### config.mk
export PLATFORM = sky130hd
export DESIGN_NAME = johnson_decoder_5bit
export DESIGN_NICKNAME = d
export VERILOG_FILES = /design/src/rtl/johnson_decoder_5bit.sv
export SDC_FILE = /design/constraint.sdc
export NUM_CORES = 1
export LEC_CHECK = 0
export ABC_CLOCK_PERIOD_IN_PS = 1260
export BUFFER_PORTS_ARGS = -buffer_cell sky130_fd_sc_hd__buf_2
export CORE_MARGIN = 2
export CORE_UTILIZATION = 46
export DETAILED_ROUTE_END_ITERATION = 10
export PLACE_DENSITY = 0.74
export SYNTH_ARGS = -nofsm -noshare
export SYNTH_HDL_FRONTEND = slang
export SYNTH_SLANG_ARGS = --single-unit
### constraint.sdc
create_clock -name clk -period 1.26 [get_ports clk]
set_input_delay 0.315 -clock clk [delete_from_list [all_inputs] [get_ports clk]]
set_output_delay 0.315 -clock clk [all_outputs]
set_load 0.01 [all_outputs]
### src/rtl/johnson_decoder_5bit.sv
// Decodes a sampled 5-bit Johnson counter state to a 0..9 index and tracks sequence lock.
// Optional saturating error counter enabled by defining JOHNSON_DEC_ERRCNT_EN.
module johnson_decoder_5bit #(
    parameter int ERR_W = 8
) (
    input  logic             clk,
    input  logic             rst,
    input  logic             in_valid,
    input  logic [4:0]       code,
    input  logic             err_clr,
    output logic             out_valid,
    output logic [3:0]       index,
    output logic             illegal,
    output logic             seq_err,
    output logic             locked,
    output logic [ERR_W-1:0] err_count
);

    typedef enum logic [1:0] {
        UNLOCKED = 2'd0,
        ACQUIRE  = 2'd1,
        LOCKED   = 2'd2
    } state_t;

    state_t     state_q, state_d;
    logic [4:0] prev_q, prev_d;
    logic [3:0] index_q, index_d;
    logic       out_valid_q, out_valid_d;
    logic       illegal_q, illegal_d;
    logic       seq_err_q, seq_err_d;

    logic       code_legal;
    logic [3:0] code_idx;
    logic [4:0] succ;

    always_comb begin
        code_legal = 1'b1;
        code_idx   = 4'hF;
        unique case (code)
            5'b00000: code_idx = 4'd0;
            5'b00001: code_idx = 4'd1;
            5'b00011: code_idx = 4'd2;
            5'b00111: code_idx = 4'd3;
            5'b01111: code_idx = 4'd4;
            5'b11111: code_idx = 4'd5;
            5'b11110: code_idx = 4'd6;
            5'b11100: code_idx = 4'd7;
            5'b11000: code_idx = 4'd8;
            5'b10000: code_idx = 4'd9;
            default:  code_legal = 1'b0;
        endcase
    end

    // Shifting in the inverted MSB walks the ten-state Johnson ring, 10000 -> 00000.
    assign succ = {prev_q[3:0], ~prev_q[4]};

    always_comb begin
        state_d     = state_q;
        prev_d      = prev_q;
        index_d     = index_q;
        out_valid_d = in_valid;
        illegal_d   = 1'b0;
        seq_err_d   = 1'b0;
        if (in_valid) begin
            index_d = code_legal ? code_idx : 4'hF;
            if (code_legal) begin
                prev_d = code;
            end
            case (state_q)
                UNLOCKED: begin
                    if (code_legal) begin
                        state_d = ACQUIRE;
                    end else begin
                        illegal_d = 1'b1;
                    end
                end
                ACQUIRE: begin
                    if (!code_legal) begin
                        illegal_d = 1'b1;
                        state_d   = UNLOCKED;
                    end else if (code == succ) begin
                        state_d = LOCKED;
                    end
                end
                LOCKED: begin
                    if (!code_legal) begin
                        illegal_d = 1'b1;
                        state_d   = UNLOCKED;
                    end else if (code != succ && code != prev_q) begin
                        seq_err_d = 1'b1;
                        state_d   = ACQUIRE;
                    end
                end
                default: state_d = UNLOCKED;
            endcase
        end
    end

    always_ff @(posedge clk) begin
        if (rst) begin
            state_q     <= UNLOCKED;
            prev_q      <= 5'b00000;
            index_q     <= 4'd0;
            out_valid_q <= 1'b0;
            illegal_q   <= 1'b0;
            seq_err_q   <= 1'b0;
        end else begin
            state_q     <= state_d;
            prev_q      <= prev_d;
            index_q     <= index_d;
            out_valid_q <= out_valid_d;
            illegal_q   <= illegal_d;
            seq_err_q   <= seq_err_d;
        end
    end

    assign out_valid = out_valid_q;
    assign index     = index_q;
    assign illegal   = illegal_q;
    assign seq_err   = seq_err_q;
    assign locked    = (state_q == LOCKED);

`ifdef JOHNSON_DEC_ERRCNT_EN
    logic [ERR_W-1:0] err_cnt_q, err_cnt_d;

    // Clear beats a coincident error; the count sticks at all-ones.
    always_comb begin
        err_cnt_d = err_cnt_q;
        if (err_clr) begin
            err_cnt_d = '0;
        end else if ((illegal_d || seq_err_d) && (err_cnt_q != {ERR_W{1'b1}})) begin
            err_cnt_d = err_cnt_q + {{(ERR_W-1){1'b0}}, 1'b1};
        end
    end

    always_ff @(posedge clk) begin
        if (rst) begin
            err_cnt_q <= '0;
        end else begin
            err_cnt_q <= err_cnt_d;
        end
    end

    assign err_count = err_cnt_q;
`else
    logic unused_err_clr;
    assign unused_err_clr = err_clr;
    assign err_count      = '0;
`endif

endmodule

Yosys cells after proc, flatten, opt, wreduce, memory -nomap -nowiden
Index checks and enable logic that the tools add are counted.
{"block": "classes", "eq_ne": 17, "n_mux": 11, "n_bitwise": 5, "n_reduce_logical": 9}
{"cell": "case mux 4 bit (10 select lines)", "count": 1}
{"cell": "== test 5 bit, second input constant", "count": 5}
{"cell": "two-way mux 2 bit", "count": 5}
{"cell": "inequality test 5 bit", "count": 2}
{"cell": "OR reduction 10 bit", "count": 1}
{"cell": "case mux 2 bit (3 select lines)", "count": 1}
{"cell": "OR reduction 3 bit", "count": 2}
{"cell": "== test 5 x 1 -> 1 bit, second input constant", "count": 1}
{"cell": "== test 5 x 2 -> 1 bit, second input constant", "count": 1}
{"cell": "== test 5 x 3 -> 1 bit, second input constant", "count": 1}
{"cell": "== test 5 x 4 -> 1 bit, second input constant", "count": 1}
{"cell": "== test 5 bit", "count": 1}
{"cell": "logical NOT 5 bit", "count": 1}
{"cell": "NOT 1 bit", "count": 5}
{"cell": "two-way mux 4 bit", "count": 1}
{"cell": "AND reduction 4 bit", "count": 1}
{"cell": "OR reduction 4 bit", "count": 1}
{"cell": "two-way mux 1 bit", "count": 3}
{"cell": "inequality test 3 x 2 -> 1 bit, second input constant", "count": 1}
{"cell": "inequality test 3 bit, second input constant", "count": 1}
{"cell": "== test 2 x 1 -> 1 bit, second input constant", "count": 1}
{"cell": "== test 2 bit, second input constant", "count": 1}
{"cell": "logical NOT 2 bit", "count": 1}
{"cell": "inequality test 2 bit, second input constant", "count": 1}
{"cell": "2 further kinds", "count": 2}
{"block": "word_totals", "reg_bits": 14, "in_bits": 9, "wordCells": 48}

Depth between registers and ports, before layout
{"block": "logic_depth", "depth_word": 6, "depth_mapped": 6, "ltp_nobuf": 5}

Least setup slack after synthesis
Ideal clock, no wire load.
{"block": "synth_timing", "kind": "input-to-reg", "startpoint": "input code[3]", "endpoint": "register index_q[0] (netlist: index[0])", "setup_ns": 0.117, "t_arrival_ns": 1.236, "required_ns": 1.143, "setup_slack_ns": -0.093, "path_stages": 4, "path_buffers": 1, "path_cell_list": "buf_6 -> or2_1 -> or3_1 -> a32o_1"}
{"block": "synth_via", "elab_chain_len": 4, "word_cells_on_any_way": 14}
{"item": "start: declaration", "line": "9", "source": "input logic [4:0] code,"}
{"item": "== test 5 bit, or another cell as far along", "line": "39", "source": "unique case (code)"}
{"item": "OR reduction 10 bit (no source line)"}
{"item": "two-way mux 1 bit", "line": "39"}
{"item": "two-way mux 4 bit *", "line": "65", "source": "index_d = code_legal ? code_idx : 4'hF;"}
{"item": "end signal: assignment", "line": "110", "source": "index_q <= index_d;"}
{"item": "end: declaration", "line": "27", "source": "logic [3:0] index_q, index_d;"}
Mark *: on every way between the ends. The rest lies on a longest branch, timed or not.
A chain may end at the register's enable or synchronous reset.

Worst setup path in the final report
{"block": "layout_timing", "startpoint": "register prev_q[3]", "endpoint": "register state_q[1]"}
{"block": "layout_via", "elab_chain_len": 4, "word_cells_on_any_way": 7}
{"item": "start: declaration", "line": "26", "source": "logic [4:0] prev_q, prev_d;"}
{"item": "start signal: assignment", "line": "109", "source": "prev_q <= prev_d;"}
{"item": "inequality test 5 bit", "line": "89", "source": "end else if (code != succ && code != prev_q) begin"}
{"item": "logical AND 1 bit", "line": "89"}
{"item": "inequality test 3 x 2 -> 1 bit (no source line)"}
{"item": "AND reduction 4 bit (no source line) *"}
{"item": "end signal: assignment", "line": "108", "source": "state_q <= state_d;"}
{"item": "end: declaration", "line": "25", "source": "state_t state_q, state_d;"}
Marks and branches as above.

==> flow_metrics.env <==
export IMPL_placement_rows=16
export IMPL_netlist_top_cell_by_area="dfxtp_1"
export IMPL_synth_enable_flop_cells=0
export IMPL_count_of_inserted_antenna_diode_cells=0
export IMPL_worst_setup_path_start_kind="flop"
export IMPL_clockRootBuffer="clkbuf_4"
export IMPL_area_growth_pct=29.6
export IMPL_synth_warning_count=0
export IMPL_grt_ovfl_total=0
export IMPL_first_pass_iters=4
export IMPL_h_tree_depth=1
export IMPL_cts_tree="yes"
export IMPL_post_route_period_util_pct=98.6
export IMPL_synth_cell_area_sq_um=938
export IMPL_die_h_um=49.2
export IMPL_arrival_ps=1430
export IMPL_total_of_flip_flops_plus_latches_after_synthesis=14
export IMPL_hpwl_after_dpl_um=1340
export IMPL_outcome="finished clean"
export IMPL_die_x_um=49.2
export IMPL_setup_worst_path_end_class="flop"
export IMPL_finalClockSkew_ps=1.41
export IMPL_insertion_delay_ps=290
export IMPL_cts_path_max_buffers=2
export IMPL_number_of_global_route_vias_before_repair=701
export IMPL_power_share_combinational_pct=26.8
export IMPL_antenna_violating_nets_post_route=0
export IMPL_unrepaired_setup_endpoints_after_global_routing="true"
export IMPL_avgSynthCellArea_sq_um=9.11
export IMPL_grt_start_max_net_pins=13
export IMPL_avgRoutedWirePerCell_um=12.2
export IMPL_power_switching_share_pct=29.9
export IMPL_netlist_top_cells_area="dfxtp_1, xnor2_1, buf_4"
export IMPL_layout_area_seq_sq_um=295
export IMPL_async_reset_ff_share_pct=0
export IMPL_hold_ws_ps=372
export IMPL_routabilityCongestion=0.707
export IMPL_highest_clock_frequency_the_design_can_meet_mhz=805
export IMPL_cts_inserted_buffers=3
export IMPL_yosysUniqueCellTypes=40
export IMPL_clock_sink_count=14
export IMPL_clock_power_share_pct=29.2
export IMPL_ys_flop_type="dfxtp_1"
export IMPL_setup_viol=0
export IMPL_power_density_nw_per_um2=927
export IMPL_globalRouteTotalUtil_pct=16.3
export IMPL_worstPathMaxFanout=3
export IMPL_min_delay_path_class="primary input to flop"
export IMPL_drv_cap=0
export IMPL_timing_setup_critical_path_class="flop to flop"
export IMPL_power_net_switching_mw=0.337
export IMPL_cts_clk_slew_worst_paths_ps=80
export IMPL_mostFrequentLayoutCells="buf_4, buf_2, nor2_1, conb_1, dfxtp_1"
export IMPL_synthDominantCellAreaShare_pct=29.9
export IMPL_fill_cells=170
export IMPL_buffer_ports_inserted=15
export IMPL_routed_via_density=5.04
export IMPL_drt_initial_drc_count=10
export IMPL_finalCriticalPeriod_ps=1240
export IMPL_drive_above_1_share_pct=49.2
export IMPL_seqPwrFrac_pct=44.0
export IMPL_report_final_slew_viol_count=0
export IMPL_power_leakage_nw=0.561
export IMPL_final_net_count=138
export IMPL_detail_route_drc_violations=0
export IMPL_postSynthCellCount=103
export IMPL_antenna_found_initial=0
export IMPL_multi_input_area_sq_um=648
export IMPL_seq_area_frac_synth_pct=29.9
export IMPL_grt_first_pass_wirelength_um=3000
export IMPL_worst_endpoint_required_ps=1450
export IMPL_vdd_drop_max_v=0.000621
export IMPL_mostFrequentLayoutCell="buf_4"
export IMPL_core_footprint_sq_um=1940
export IMPL_finalHoldViolations=0
export IMPL_p_int_mw=0.791
export IMPL_floorplan_io_pins=25
export IMPL_dieArea_sq_um=2420
export IMPL_fin_tns_setup_ps=0
export IMPL_initial_utilization_pct=48.3
export IMPL_drt_total_wl_um=1890
export IMPL_vias=781
## critical path, cell delays in order, from the launching register on
cell and delay, ps:
dfxtp_1 400, xor2_1 260, o32ai_4 150, buf_4 140, a32o_1 200
## area by class of cell
| class | instances | area share [%] |
|---|---|---|
| Multi-Input combinational cell | 78 | 53.3 |
| Sequential cell | 14 | 24.3 |
| Timing Repair Buffer | 29 | 15.7 |
| Clock buffer | 4 | 2.98 |
| Tap cell | 27 | 2.78 |
| Inverter | 3 | 0.926 |
## kinds of logic after synthesis
kind of cell    share of synthesized area, %
other cells                            0.400
xor+xnor                                10.3
simple gates                            22.0
flops                                   29.9
mux                                     5.33
buf+inv                                 14.5
compound gates                          17.6
## power by group through the flow
stage / registers [mW] / clock network, mW / logic (mW)
floorplan: 0.507 / 0 / 0.217
detailed placement: 0.503 / 0 / 0.261
CTS: 0.494 / 0.343 / 0.277
finish: 0.496 / 0.329 / 0.302
global route: 0.500 / 0.361 / 0.328
global placement: 0.501 / 0 / 0.255
## path summary, 6_finish.rpt
kind / start / endpoint / slack [ps] / cells after the start
setup / recovery: prev_q[3] / state_q[1] / 20 / 4
hold / removal: in_valid / index[3] / 370 / 2
setup reg to reg: prev_q[3] / state_q[1] / 20 / 4
hold reg to reg: index[1] / index[1] / 470 / 2
## routing by layer
metal | track usage (%) | up-vias | routed length, um
li1 | - | 388 | -
met1 | 18.6 | 370 | 774
met2 | 28.8 | 20 | 1020
met3 | 4.60 | 3 | 77
met4 | 5.71 | 0 | 17
met5 | 0 | - | 0
## repair_timing
item,CTS,global route
buffers inserted,1,4
hold buffers,0,0
pin swaps,7,8
endpoints found under the setup margin,4,4
gates resized for setup,13,11
## state kept, by name (all words and copies together) (netlist names)
register and count:
seq_err 1, illegal 1, index 4, state_q 2
prev_q 5, out_valid 1
## metrics by stage
stage | instances | instance area, sq um | power [mW] | setup WS (ps) | util (%)
2_1_floorplan | 110 | 1000 | 0.723 | -90.1 | -
5_1_grt | 155 | 1220 | 1.19 | -45.6 | 62.6
3_5_place_dp | 146 | 1050 | 0.764 | -222 | 54.1
6_report | 155 | 1220 | 1.13 | 17.7 | 62.6
3_3_place_gp | 146 | 1050 | 0.756 | -202 | 54.1
4_1_cts | 151 | 1140 | 1.11 | -20.8 | 58.7
## cells in the mapped netlist (all sizes together), types with 2 or more instances
master,instances
a21o,2
a21oi,5
a32o,2
and3,2
buf,14
dfxtp,14
inv,3
mux2i,5
nand2,4
nand2b,6
nand3,4
nor2,10
nor2b,3
o21ai,2
xnor2,7
xor2,4
Note: power is estimated with default switching activity, not from simulation.
